**src/rtl/alu_uart_sequencer.sv**
```systemverilog
// Byte-serial front end for the ALU: collects A, B and opcode from a UART receiver,
// strobes the ALU, captures its result and hands it to the UART transmitter.
module alu_uart_sequencer #(
  parameter int unsigned NB_DATA        = 8,
  parameter int unsigned NB_OPERATION   = 6,
  parameter int unsigned NB_TIMEOUT     = 24,
  parameter int unsigned TIMEOUT_CYCLES = 10_000_000
) (
  input  logic                    i_clock,
  input  logic                    i_reset,
  input  logic [NB_DATA-1:0]      i_rx_data,
  input  logic                    i_rx_done,
  input  logic                    i_tx_done,
  input  logic [NB_DATA-1:0]      i_alu_result,
  output logic [NB_DATA-1:0]      o_data_a,
  output logic [NB_DATA-1:0]      o_data_b,
  output logic [NB_OPERATION-1:0] o_operation,
  output logic                    o_alu_valid,
  output logic [NB_DATA-1:0]      o_tx_data,
  output logic                    o_tx_start,
  output logic                    o_busy,
  output logic                    o_timeout
);

  typedef enum logic [2:0] {
    WAIT_A, WAIT_B, WAIT_OP, EXEC, CAPTURE, SEND, WAIT_TX
  } state_e;

  localparam logic [NB_TIMEOUT-1:0] TIMER_LAST = NB_TIMEOUT'(TIMEOUT_CYCLES - 1);

  state_e                  state_q, state_d;
  logic [NB_TIMEOUT-1:0]   timer_q, timer_d;
  logic [NB_DATA-1:0]      data_a_q, data_a_d;
  logic [NB_DATA-1:0]      data_b_q, data_b_d;
  logic [NB_OPERATION-1:0] operation_q, operation_d;
  logic [NB_DATA-1:0]      tx_data_q, tx_data_d;
  logic                    timeout_q, timeout_d;

  always_ff @(posedge i_clock) begin
    if (i_reset) begin
      state_q     <= WAIT_A;
      timer_q     <= '0;
      data_a_q    <= '0;
      data_b_q    <= '0;
      operation_q <= '0;
      tx_data_q   <= '0;
      timeout_q   <= 1'b0;
    end else begin
      state_q     <= state_d;
      timer_q     <= timer_d;
      data_a_q    <= data_a_d;
      data_b_q    <= data_b_d;
      operation_q <= operation_d;
      tx_data_q   <= tx_data_d;
      timeout_q   <= timeout_d;
    end
  end

  // The timer only survives a cycle by explicitly counting; any other path clears it.
  always_comb begin
    state_d     = state_q;
    timer_d     = '0;
    data_a_d    = data_a_q;
    data_b_d    = data_b_q;
    operation_d = operation_q;
    tx_data_d   = tx_data_q;
    timeout_d   = timeout_q;
    case (state_q)
      WAIT_A: begin
        if (i_rx_done) begin
          data_a_d  = i_rx_data;
          timeout_d = 1'b0;
          state_d   = WAIT_B;
        end
      end
      WAIT_B: begin
        if (i_rx_done) begin
          data_b_d = i_rx_data;
          state_d  = WAIT_OP;
        end else if (timer_q == TIMER_LAST) begin
          timeout_d = 1'b1;
          state_d   = WAIT_A;
        end else begin
          timer_d = timer_q + NB_TIMEOUT'(1);
        end
      end
      WAIT_OP: begin
        if (i_rx_done) begin
          operation_d = i_rx_data[NB_OPERATION-1:0];
          state_d     = EXEC;
        end else if (timer_q == TIMER_LAST) begin
          timeout_d = 1'b1;
          state_d   = WAIT_A;
        end else begin
          timer_d = timer_q + NB_TIMEOUT'(1);
        end
      end
      EXEC:    state_d = CAPTURE;
      CAPTURE: begin
        tx_data_d = i_alu_result;
        state_d   = SEND;
      end
      SEND:    state_d = WAIT_TX;
      WAIT_TX: begin
        if (i_tx_done) begin
          state_d = WAIT_A;
        end
      end
      default: state_d = WAIT_A;
    endcase
  end

  assign o_data_a    = data_a_q;
  assign o_data_b    = data_b_q;
  assign o_operation = operation_q;
  assign o_tx_data   = tx_data_q;
  assign o_timeout   = timeout_q;
  assign o_alu_valid = (state_q == EXEC);
  assign o_tx_start  = (state_q == SEND);
  assign o_busy      = (state_q != WAIT_A);

endmodule
```
**config.mk**
```make
export PLATFORM = sky130hd
export DESIGN_NAME = alu_uart_sequencer
export DESIGN_NICKNAME = d
export VERILOG_FILES = /design/src/rtl/alu_uart_sequencer.sv
export SDC_FILE = /design/constraint.sdc
export NUM_CORES = 1
export LEC_CHECK = 0
export ABC_AREA = 1
export BUFFER_PORTS_ARGS = -buffer_cell sky130_fd_sc_hd__buf_2
export CORE_UTILIZATION = 49
export DETAILED_ROUTE_END_ITERATION = 8
export PLACE_DENSITY = 0.75
export REMOVE_ABC_BUFFERS = 1
export SLEW_MARGIN = 20
export SYNTH_ARGS = -nofsm -noshare
export SYNTH_HDL_FRONTEND = slang
export SYNTH_SLANG_ARGS = --single-unit
export TNS_END_PERCENT = 30
```
**constraint.sdc**
```tcl
create_clock -name i_clock -period 1.35 [get_ports i_clock]
set_input_delay 0.135 -clock i_clock [delete_from_list [all_inputs] [get_ports i_clock]]
set_output_delay 0.135 -clock i_clock [all_outputs]
set_load 0.02 [all_outputs]
```
==> PnR_summary.wiki, run 1 <==
{| class="wikitable"
! Metric !! Value
|-
| Status || complete, no violations
|-
| Crit Path Category || flip-flop to flip-flop
|-
| Root buffer cell || sky130_fd_sc_hd__clkbuf_8
|-
| Fraction of power consumed by the clock network || roughly 44%
|-
| Worst EP arrival || approximately 1600 ps
|-
| Final setup TNS || 0 ps
|-
| Max Clk Rate || between 700 and 800 MHz
|-
| Die outline area || between 5000 and 6000 um^2
|-
| Mean area per synthesized cell || slightly above 7 um^2
|-
| I/O Buffers || 53
|-
| Number of detailed-routing iterations run before antenna repair || 5
|-
| Synth cell types || 27
|-
| Routed WL || ~6600 um
|-
| Transition time at the pin with the least slew margin || 401 ps
|-
| Share of layout cells above drive strength 1 || 34.9%
|-
| Post-synth top area cell || sky130_fd_sc_hd__dfxtp_1
|-
| Final weighted congestion in routability-driven placement || between 0.9 and 1
|-
| CTS Buffer Depth || 2
|-
| Setup repair after global routing missed its margin || yes
|-
| Placeable core region || between 5000 and 6000 um^2
|-
| Pin count of the biggest net entering global routing || 35
|-
| Net switching power of the design || between 1 and 1.5 mW
|-
| Area grow syn2layout || 34.7%
|-
| Initial cell density of the core || ~51%
|-
| Classification of the worst-slack hold path || input pin to flip-flop
|-
| Post-synth top area share || between 40% and 50%
|-
| Capture point of the worst reg-to-reg path || timer_q[4]$_SDFF_PP0_
|-
| Number of cells produced by synthesis || approximately 380
|-
| Global-route wire length before repair || 9330 um
|-
| Leakage Power || roughly 1.4 nW
|-
| Period utilization || around 100%
|-
| Routed wire per std cell || about 12 um
|-
| NumNets Final || 477
|-
| Clock net sink count || 58
|-
| Worst-path clk slew || 70 ps
|-
| Maximum fanout encountered on the critical timing path || 4
|-
| Inst Count DP || between 500 and 600
|-
| Width of the chip || 75.5 um
|-
| Final total power || ~4.2 mW
|-
| Drt via density || ~5.0
|-
| Worst R2R Path Depth || 6
|-
| Slew Limit Headroom || between 70% and 80%
|-
| Number of rows created at floorplan || 26
|-
| Violation count after the first detailed-routing iteration || ~160
|-
| Number of nets with antenna violations after routing || 0
|-
| H-tree level count || 3
|-
| Highest-count cells in the layout ignoring fill and taps || 87 x sky130_fd_sc_hd__nor2_1, 75 x sky130_fd_sc_hd__nand2_1, 52 x sky130_fd_sc_hd__buf_2
|-
| N_diodes || 0
|-
| Grt total ovfl || 0
|-
| Total DRC errors in the routed layout || 0
|-
| Hold Crit Depth || 3
|-
| Count of warnings emitted by yosys || 0
|-
| Reg2reg setup slack || roughly 1.4 ps
|-
| Startpoint of the most critical hold path || i_alu_result[1]
|-
| CTS tree || yes
|-
| Top-Level Pins || 54
|-
| Number of endpoints with negative hold slack in the final report || 0
|-
| Final period demand of the worst path || between 1000 and 1500 ps
|-
| Max_cap viols || 0
|-
| Internal Pwr Total || around 3.1 mW
|-
| Portion of total power attributed to sequential cells || 43.5%
|-
| GRT Overall Usage || between 20% and 30%
|-
| Number of synthesized register bits || 58
|-
| Share of the yosys chip area belonging to registers || a little over two fifths
|-
| Vias after detailed routing || roughly 2700
|-
| Number of buffers added by the clock tree synthesis step || 9
|-
| Worst min-delay path endpoint || o_tx_data[1]$_SDFFE_PP0N_
|-
| Largest vdd supply drop || around 0.0010 V
|-
| Clock latency on the worst-skew pair || 330 ps
|-
| Combinational share of power || 13.0%
|-
| Switching Fraction || between 20 and 30%
|-
| Critical path capture point type || flip-flop
|-
| Cell types occupying the most area after synthesis || sky130_fd_sc_hd__dfxtp_1 44%, sky130_fd_sc_hd__nor2_1 14%, sky130_fd_sc_hd__nand2_1 11%, sky130_fd_sc_hd__o21ai_0 5.9%, sky130_fd_sc_hd__inv_1 4.3%
|-
| HPWL Detailed || roughly 4200 um
|-
| Power density normalized to cell area || ~1200 nW/um^2
|-
| Most common cell after layout, fill and taps aside || sky130_fd_sc_hd__nor2_1
|-
| Launching point of the worst reg2reg path || timer_q[1]$_SDFF_PP0_
|-
| Die extent in y || roughly 75 um
|-
| Number of non-filler instances in the completed layout || ~530
|-
| Critical path startpoint category || flip-flop
|-
| Number of antenna violations at the first check in global routing || 0
|-
| Vias in the first global route || about 2200
|-
| Worst Path Required || approximately 1600 ps
|-
| Number of max-slew violations in the final report || 0
|-
| Worst clock skew || between 7 and 8 ps
|-
| Count of final setup violators || 0
|-
| Area of the mapped netlist || around 2600 um^2
|}
layout make-up:
| cell class | instances | area, um^2 |
|---|---|---|
| Inverter | 31 | 119 |
| Fill cell | 445 | 1580 |
| Timing Repair Buffer | 75 | 467 |
| Tap cell | 70 | 87.6 |
| Clock buffer | 12 | 155 |
| Multi-Input combinational cell | 281 | 1470 |
| Clock inverter | 4 | 73.8 |
| Sequential cell | 58 | 1190 |
cells by family (layout without fill, tap and decap cells):
logic type,Yosys count,count (layout),share of synthesized area (%)
AOI/OAI and AO/OA,58,58,12.7
xor gates and xnor gates,6,6,1.99
adders and majority gates,1,1,0.473
buffers and inverters,38,122,6.06
DFF,58,58,43.9
and+or+nand+nor,214,216,34.9
synthesized netlist by cell type:
library cell,n
sky130_fd_sc_hd__nor2_1,99
sky130_fd_sc_hd__nand2_1,78
sky130_fd_sc_hd__dfxtp_1,58
sky130_fd_sc_hd__o21ai_0,31
sky130_fd_sc_hd__inv_1,30
sky130_fd_sc_hd__a21oi_1,14
sky130_fd_sc_hd__a21oi_2,12
sky130_fd_sc_hd__nand3_1,9
sky130_fd_sc_hd__nand3b_1,7
sky130_fd_sc_hd__or2_2,5
sky130_fd_sc_hd__nor3_1,4
sky130_fd_sc_hd__xnor2_1,4
sky130_fd_sc_hd__nand4_1,3
sky130_fd_sc_hd__nor2_2,3
sky130_fd_sc_hd__buf_2,2
sky130_fd_sc_hd__buf_6,2
sky130_fd_sc_hd__clkbuf_1,2
sky130_fd_sc_hd__nand3_2,2
sky130_fd_sc_hd__xor2_1,2
sky130_fd_sc_hd__buf_1,1
sky130_fd_sc_hd__ha_1,1
sky130_fd_sc_hd__inv_2,1
sky130_fd_sc_hd__nand2_2,1
sky130_fd_sc_hd__nand3_4,1
sky130_fd_sc_hd__nor2_4,1
sky130_fd_sc_hd__nor3_4,1
sky130_fd_sc_hd__o21ai_1,1
how the worst max path moves through the flow:
stage | slack (ps) | start | to
after floorplan | -160 | timer_q[0]$_SDFF_PP0_ | timer_q[10]$_SDFF_PP0_
after global placement | -30 | timer_q[0]$_SDFF_PP0_ | timer_q[2]$_SDFF_PP0_
after detailed placement | -70 | timer_q[0]$_SDFF_PP0_ | timer_q[2]$_SDFF_PP0_
after CTS | -70 | timer_q[0]$_SDFF_PP0_ | timer_q[14]$_SDFF_PP0_
after global routing | -140 | timer_q[0]$_SDFF_PP0_ | timer_q[9]$_SDFF_PP0_
final | 1 | timer_q[1]$_SDFF_PP0_ | timer_q[4]$_SDFF_PP0_
power groups by stage:
stage	clock network (mW)	registers [mW]	logic (mW)
after floorplan	0	1.95	0.218
after global placement	0	1.86	0.479
after detailed placement	0	1.87	0.484
after CTS	1.86	1.83	0.492
after global routing	1.93	1.84	0.612
final	1.83	1.83	0.548
flip-flops by register name, summed over array words and instances, names as in the netlist:
signal and flops:
timer_q 24, o_data_a 8, o_data_b 8, o_tx_data 8, o_operation 6, state_q 3, o_timeout 1
critical path: stages (launching register included):
cell                      delay (ps)
sky130_fd_sc_hd__dfxtp_2         350
sky130_fd_sc_hd__ha_4            150
sky130_fd_sc_hd__nand3_4          80
sky130_fd_sc_hd__buf_6           140
sky130_fd_sc_hd__buf_4           130
sky130_fd_sc_hd__or2_2           290
sky130_fd_sc_hd__a21oi_2         130
timing repair:
item / CTS / global route
pin swaps: 0 / 8
endpoints found under the hold margin: 1 / 0
buffers inserted: 0 / 6
hold buffers: 1 / 0
gates cloned: 0 / 2
endpoints found under the setup margin: 29 / 31
gates resized for setup: 8 / 59
per-stage QoR:
stage	instance area, um^2	hold slack, ps	setup slack [ps]	util, %
final	3560	49.0	1.44	69.3
after detailed placement	3080	340	-73.7	59.9
after global placement	3080	338	-33.1	59.9
after global routing	3560	46.0	-135	69.3
after CTS	3330	38.5	-68.1	64.9
after floorplan	2600	214	-163	-
routing by layer:
metal / GRT usage (%) / vias to the layer above / part of all wire (%)
met3: 4.23 / 28 / 6.3
met2: 35.7 / 103 / 46
met4: 11.9 / 0 / 3.5
met1: 27.7 / 1164 / 44
met5: 0 / - / 0
li1: - / 1361 / -
Note: power is estimated with default switching activity, not from simulation.
==> run 2, diff against run 1 <==
--- a/config.mk
+++ b/config.mk
@@ -7,9 +7,9 @@
 export LEC_CHECK = 0
 export ABC_AREA = 1
 export BUFFER_PORTS_ARGS = -buffer_cell sky130_fd_sc_hd__buf_2
-export CORE_UTILIZATION = 49
+export CORE_UTILIZATION = 55
 export DETAILED_ROUTE_END_ITERATION = 8
-export PLACE_DENSITY = 0.75
+export PLACE_DENSITY = 0.8
 export REMOVE_ABC_BUFFERS = 1
 export SLEW_MARGIN = 20
 export SYNTH_ARGS = -nofsm -noshare
==> constraint.sdc (replaced) <==
create_clock -name i_clock -period 1.7 [get_ports i_clock]
set_input_delay 0.17 -clock i_clock [delete_from_list [all_inputs] [get_ports i_clock]]
set_output_delay 0.17 -clock i_clock [all_outputs]
set_load 0.01 [all_outputs]
==> run 2 against run 1 <==
Against the previous run: the flow now finishes with violations (design-rule violations); sequential cell count unchanged; global-route usage rose by 2.4 points; die area fell by 11%; clock power shrank 29%; sequential power is 21% lower.
==> PnR_summary.wiki, run 2 (synthesis gave the netlist of run 1 again) <==
{| class="wikitable"
! Metric !! Value
|-
| Status || finished with violations
|-
| Failing checks || design-rule violations
|-
| FILL cells || 386 (-13%)
|-
| Final total power || 3.08 mW (-27%)
|-
| Power density normalized to cell area || 970 nW/um^2 (-18%)
|-
| CP max stage delay || 330 ps (-20 ps)
|-
| Share of layout cells above drive strength 1 || 22.6% (-12 points)
|-
| Initial cell density of the core || 59.1% (+7.7 points)
|-
| Clock latency on the worst-skew pair || 340 ps (about the same)
|-
| CTS tree || yes
|-
| Top-Level Pins || 54 (unchanged)
|-
| Setup slack of the critical path after layout || 156 ps (+154 ps)
|-
| Area grow syn2layout || 20.3%
|-
| Routed WL || 5770 um (-12%)
|-
| Highest-count cells in the layout ignoring fill and taps || 99 x sky130_fd_sc_hd__nor2_1, 78 x sky130_fd_sc_hd__nand2_1, 58 x sky130_fd_sc_hd__dfxtp_1
|-
| Routed wire per std cell || 11.7 um (-5.9%)
|-
| Number of max-slew violations in the final report || 0 (unchanged)
|-
| Number of antenna violations at the first check in global routing || 0 (unchanged)
|-
| Critical path capture point type || flip-flop
|-
| NumNets Final || 459 (-3.8%)
|-
| Drt via density || 5.06 (+1.1%)
|-
| Worst clock skew || 8.85 ps (+1.83 ps)
|-
| Width of the chip || 71.3 um (-5.5%)
|-
| Most common cell after layout, fill and taps aside || sky130_fd_sc_hd__nor2_1
|-
| CTS Buffer Depth || 2 (unchanged)
|-
| Placeable core region || 4470 um^2 (-13%)
|-
| Register ranked first by flip-flop count || timer_q
|-
| Worst-path clk slew || 60 ps (about the same)
|-
| Worst-case hold slack || 32.5 ps (-16.5 ps)
|-
| Share of the core filled with cells || 71.1% (+1.8 points)
|-
| Number of nets with antenna violations after routing || 0 (unchanged)
|-
| Number of endpoints with negative hold slack in the final report || 0 (unchanged)
|-
| Final weighted congestion in routability-driven placement || 0.904 (+0.29%)
|-
| Max Clk Rate || 647 MHz (-13%)
|-
| Pre-CTS WS || 166 ps (+240 ps)
|-
| GRT Overall Usage || 24.4% (+2.4 points)
|-
| Global-route wire length before repair || 9680 um (+3.8%)
|-
| Slew Limit Headroom || 73.8% (+0.60 points)
|-
| Vias after detailed routing || 2498 (-5.9%)
|-
| Multi-input logic area || 1320 um^2 (-10%)
|-
| Leakage Power || 1.28 nW (-8.2%)
|-
| Maximum fanout encountered on the critical timing path || 5 (+1)
|-
| Slowest cell on the critical path || sky130_fd_sc_hd__dfxtp_1
|-
| Count of buffers added by post-CTS timing repair for setup || 0 (unchanged)
|-
| Final period demand of the worst path || 1540 ps (+196 ps)
|-
| HPWL Detailed || 4130 um (-1.7%)
|-
| I/O Buffers || 53 (unchanged)
|-
| Die extent in y || 71.3 um (-5.5%)
|-
| Final setup TNS || 0 ps (unchanged)
|-
| Resize count post-CTS || 0 (-8)
|-
| Root buffer cell || sky130_fd_sc_hd__clkbuf_8
|-
| Flip-flop count of the largest register after layout || 24 (unchanged)
|-
| Total DRC errors in the routed layout || 5 (+5)
|-
| Hold-fix buffers, CTS || 0 (-1)
|-
| Violation count after the first detailed-routing iteration || 144 (-11%)
|-
| Transition time at the pin with the least slew margin || 392 ps (-8.96 ps)
|-
| Grt total ovfl || 0 (unchanged)
|-
| Worst EP arrival || 1800 ps (+190 ps)
|-
| Area of all sequential standard cells || 1160 um^2 (-2.4%)
|-
| Die outline area || 5090 um^2 (-11%)
|-
| Worst Path Required || 1960 ps (+350 ps)
|-
| Cell chain of the critical path || ha_1, nand3_2, buf_4, inv_1, nand2_1, or2_2, a21oi_2
|-
| Pin count of the biggest net entering global routing || 35 (unchanged)
|-
| Vias in the first global route || 2191 (+1.2%)
|-
| Critical path startpoint category || flip-flop
|-
| Number of detailed-routing iterations run before antenna repair || 6 (+1)
|-
| Clock net sink count || 58 (unchanged)
|-
| Count of final setup violators || 0 (unchanged)
|-
| Max_cap viols || 0 (unchanged)
|-
| H-tree level count || 3 (unchanged)
|-
| Period utilization || 90.9% (-9.0 points)
|-
| Setup repair after global routing missed its margin || no
|-
| Crit Path Category || flip-flop to flip-flop
|-
| Reg2reg setup slack || 160 ps (+150 ps)
|-
| N_diodes || 0 (unchanged)
|-
| Largest vdd supply drop || 0.000592 V (-42%)
|-
| Number of rows created at floorplan || 24 (-7.7%)
|-
| Classification of the worst-slack hold path || input pin to flip-flop
|-
| Number of buffers added by the clock tree synthesis step || 9 (unchanged)
|}
==> run 2: power by group <==
part | switching [mW] | total, mW | internal [mW]
clock network | 0.516 | 1.30 | 0.787
logic | 0.202 | 0.326 | 0.124
registers | 0.0332 | 1.45 | 1.42
==> run 2: critical path: cells and delay by family (launching register included) <==
kind                       cells  cell delay (ps)
and+or+nand+nor                3              490
DFF                            1              330
buffers and inverters          2              280
adders and majority gates      1              250
AOI/OAI and AO/OA              1              120
==> run 2: final cells by class <==
| type | instances | share of cell area, % |
|---|---|---|
| clock buffers | 13 | 5.31 |
| clock inverters | 2 | 1.10 |
| inverters | 31 | 3.66 |
| multi-input cells | 279 | 41.6 |
| flip-flops and latches | 58 | 36.5 |
| well taps | 52 | 2.05 |
| repair buffers | 59 | 9.76 |
==> run 2: stage by stage <==
| stage | cell area (um^2) | instances |
|---|---|---|
| after floorplan | 2600 | 368 |
| after global placement | 2980 | 479 |
| after detailed placement | 2980 | 479 |
| after CTS | 3180 | 494 |
| after global routing | 3180 | 494 |
| final | 3180 | 494 |
==> run 2: per-layer routing <==
layer	vias to the layer above	routed length, um	global-route usage [%]
met4	0	76	8.44
met2	76	2670	39.4
met3	6	352	7.59
met1	1096	2670	31.0
met5	-	0	0
li1	1320	-	-
==> run 2: final timing paths <==
kind	startpoint	end	cells after the start
min	i_reset	state_q[2]$_SDFFE_PP0P_	2
max reg2reg	timer_q[1]$_SDFF_PP0_	timer_q[8]$_SDFF_PP0_	7
max	timer_q[1]$_SDFF_PP0_	timer_q[8]$_SDFF_PP0_	7
min reg2reg	o_data_a[7]$_SDFFE_PP0P_	o_data_a[7]$_SDFFE_PP0P_	2
==> run 3, diff against run 2 <==
--- a/config.mk
+++ b/config.mk
@@ -7,9 +7,13 @@
 export LEC_CHECK = 0
 export ABC_AREA = 1
 export BUFFER_PORTS_ARGS = -buffer_cell sky130_fd_sc_hd__buf_2
-export CORE_UTILIZATION = 55
+export CELL_PAD_IN_SITES_DETAIL_PLACEMENT = 1
+export CELL_PAD_IN_SITES_GLOBAL_PLACEMENT = 1
+export CORE_MARGIN = 10
+export CORE_UTILIZATION = 41
 export DETAILED_ROUTE_END_ITERATION = 8
-export PLACE_DENSITY = 0.8
+export GPL_TIMING_DRIVEN = 0
+export PLACE_DENSITY_LB_ADDON = 0.1
 export REMOVE_ABC_BUFFERS = 1
 export SLEW_MARGIN = 20
 export SYNTH_ARGS = -nofsm -noshare
==> run 3 against run 2 <==
Against the previous run: global-route usage decreased by 7.9 points; clock skew decreased by 0.55 ps; the run now ends clean; sequential power about the same; power increased by 2.3%; largest power group unchanged.
==> PnR_summary.wiki, run 3 (synthesis gave the netlist of run 1 again) <==
{| class="wikitable"
! Metric !! Value
|-
| Period utilization || 94.7% (+3.9 points)
|-
| Worst EP arrival || 1850 ps (+50 ps)
|-
| Drt via density || 5.11 (+0.98%)
|-
| Crit Path Category || flip-flop to flip-flop
|-
| Global-route track usage on met2 || 28.8% (-11 points)
|-
| Slowest cell on the critical path || sky130_fd_sc_hd__dfxtp_1
|-
| Grt total ovfl || 0 (unchanged)
|-
| CTS Buffer Depth || 2 (unchanged)
|-
| Number of buffer and inverter stages on the critical path || 2 (unchanged)
|-
| Count of final setup violators || 0 (unchanged)
|-
| Met1 global-route usage || 17.8% (-13 points)
|-
| Number of buffers added by the clock tree synthesis step || 9 (unchanged)
|-
| Vias after detailed routing || 2645 (+5.9%)
|-
| CTS tree || yes
|-
| Width of the chip || 100 um (+41%)
|-
| Worst-path clk slew || 70 ps (about the same)
|-
| Met3 track demand over resource || 5.91% (-1.7 points)
|-
| Flip-flop count of the largest register after layout || 24 (unchanged)
|-
| Clock net sink count || 58 (unchanged)
|-
| Number of nets with antenna violations after routing || 0 (unchanged)
|-
| Leakage Power || 1.27 nW (-1.2%)
|-
| Most common cell after layout, fill and taps aside || sky130_fd_sc_hd__nor2_1
|-
| Share of layout cells above drive strength 1 || 23.8% (+1.2 points)
|-
| Top-Level Pins || 54 (unchanged)
|-
| Global-route wire length before repair || 13400 um (+39%)
|-
| Die extent in y || 100 um (+41%)
|-
| Max Clk Rate || 621 MHz (-4.1%)
|-
| Pin count of the biggest net entering global routing || 35 (unchanged)
|-
| Final weighted congestion in routability-driven placement || 0.831 (-8.0%)
|-
| CP max stage delay || 400 ps (+70 ps)
|-
| Highest-count cells in the layout ignoring fill and taps || 98 x sky130_fd_sc_hd__nor2_1, 78 x sky130_fd_sc_hd__nand2_1, 56 x sky130_fd_sc_hd__dfxtp_1
|-
| Status || complete, no violations
|-
| Combinational share of power || 11.5% (+0.9 points)
|-
| Critical path capture point type || flip-flop
|-
| Cell chain of the critical path || nand2_1, inv_1, nand2_1, nor2_1, nand3_4, nand3_4, buf_12, a21oi_2
|-
| Register ranked first by flip-flop count || timer_q
|-
| Die outline area || 10100 um^2 (+98%)
|-
| Net switching power of the design || 886 uW (+18%)
|-
| H-tree level count || 3 (unchanged)
|-
| Maximum fanout encountered on the critical timing path || 7 (+2)
|-
| Critical path startpoint category || flip-flop
|-
| Portion of total power attributed to sequential cells || 46.2% (-1.0 points)
|-
| Number of detailed-routing iterations run before antenna repair || 5 (-1)
|-
| Global route hottest layer || met2
|-
| NumNets Final || 457 (-0.44%)
|-
| Largest vdd supply drop || 0.000490 V (-17%)
|-
| I/O Buffers || 53 (unchanged)
|-
| Slew Limit Headroom || 44.1% (-30 points)
|-
| Transition time at the pin with the least slew margin || 838 ps (+446 ps)
|-
| Routed WL || 8250 um (+43%)
|-
| Internal Pwr Total || 2.27 mW (-2.7%)
|-
| Root buffer cell || sky130_fd_sc_hd__clkbuf_8
|-
| Worst Path Required || 1940 ps (-20 ps)
|-
| GRT Overall Usage || 16.5% (-7.9 points)
|-
| Clock latency on the worst-skew pair || 340 ps (about the same)
|-
| Final period demand of the worst path || 1610 ps (+65.8 ps)
|-
| Violation count after the first detailed-routing iteration || 81 (-44%)
|-
| Vias in the first global route || 2845 (+30%)
|-
| Placeable core region || 6310 um^2 (+41%)
|-
| Number of antenna violations at the first check in global routing || 0 (unchanged)
|-
| Number of rows created at floorplan || 29 (+21%)
|-
| Initial cell density of the core || 41.9% (-17 points)
|-
| Worst-case hold slack || 9.00 ps (-23.5 ps)
|-
| Fraction of power consumed by the clock network || 42.3% (about the same)
|-
| Worst clock skew || 8.30 ps (-0.549 ps)
|-
| Total DRC errors in the routed layout || 0 (-5)
|-
| Number of endpoints with negative hold slack in the final report || 0 (unchanged)
|-
| Routed wire per std cell || 15.9 um (+36%)
|-
| Max_cap viols || 0 (unchanged)
|-
| HPWL Detailed || 5640 um (+37%)
|-
| Area grow syn2layout || 23.8%
|-
| N_diodes || 0 (unchanged)
|-
| Number of max-slew violations in the final report || 0 (unchanged)
|-
| Classification of the worst-slack hold path || input pin to flip-flop
|-
| Kind of cell with the highest combined delay on the critical path || simple AND/OR/NAND/NOR gates
|-
| Switching Fraction || 28.1% (+3.7 points)
|-
| Hold-fix buffers, CTS || 0 (unchanged)
|-
| Final setup TNS || 0 ps (unchanged)
|-
| Power density normalized to cell area || 963 nW/um^2 (-0.63%)
|}
run 3: cell count changes in the layout (fill, tap and decap cells not counted), moves of 2 or more:
cell,before,now
sky130_fd_sc_hd__buf_4,6,0
sky130_fd_sc_hd__clkbuf_8,12,10
sky130_fd_sc_hd__nand3_4,1,5
sky130_fd_sc_hd__buf_12,0,2
sky130_fd_sc_hd__dfxtp_2,0,2
sky130_fd_sc_hd__dfxtp_1,58,56
sky130_fd_sc_hd__clkinvlp_4,0,3
run 3: final cells by class:
| cell class | count | area (um^2) |
|---|---|---|
| multi-input cells | 281 | 1390 |
| clock buffers | 10 | 138 |
| repair buffers | 55 | 305 |
| fillers | 852 | 3040 |
| inverters | 31 | 116 |
| flip-flops and latches | 58 | 1160 |
| clock inverters | 6 | 66.3 |
| well taps | 77 | 96.3 |
run 3: power groups by stage:
stage,clock network [mW],registers (mW),logic [mW]
2_1_floorplan,0,1.51,0.169
3_3_place_gp,0,1.48,0.326
3_5_place_dp,0,1.49,0.337
4_1_cts,1.34,1.46,0.368
5_1_grt,1.40,1.46,0.413
6_report,1.34,1.46,0.362
run 3: path summary, 6_finish.rpt:
kind	startpoint	end	slack, ps	depth (start not counted)
worst min register to register	o_data_a[7]$_SDFFE_PP0P_	o_data_a[7]$_SDFFE_PP0P_	450	2
worst max register to register	timer_q[4]$_SDFF_PP0_	timer_q[9]$_SDFF_PP0_	90	8
worst max-delay path	timer_q[4]$_SDFF_PP0_	timer_q[9]$_SDFF_PP0_	90	8
worst min-delay path	i_reset	state_q[2]$_SDFFE_PP0P_	9	2
run 3: metal layers:
metal	share of wire [%]	vias to the layer above
met4	2.0	0
li1	-	1318
met5	0	-
met3	6.1	14
met2	51	51
met1	41	1262
run 3: timing repair:
| action | 4_1_cts | 5_1_grt |
|---|---|---|
| gates resized for setup | 6 | 4 |
| gates cloned | 2 | 0 |
| pin swaps | 2 | 1 |
| endpoints found under the setup margin | 26 | 20 |
| buffers inserted | 2 | 0 |
| hold endpoints to repair | 0 | 0 |
run 3: stage by stage:
| step | power [mW] | setup slack [ps] | util, % | cells | cell area [um^2] |
|---|---|---|---|---|---|
| 2_1_floorplan | 1.68 | 187 | - | 368 | 2600 |
| 3_3_place_gp | 1.81 | -144 | 46.9 | 498 | 2960 |
| 3_5_place_dp | 1.82 | -230 | 46.9 | 498 | 2960 |
| 4_1_cts | 3.17 | 56.2 | 51.5 | 518 | 3250 |
| 5_1_grt | 3.28 | -10.6 | 51.8 | 518 | 3270 |
| 6_report | 3.15 | 89.7 | 51.8 | 518 | 3270 |
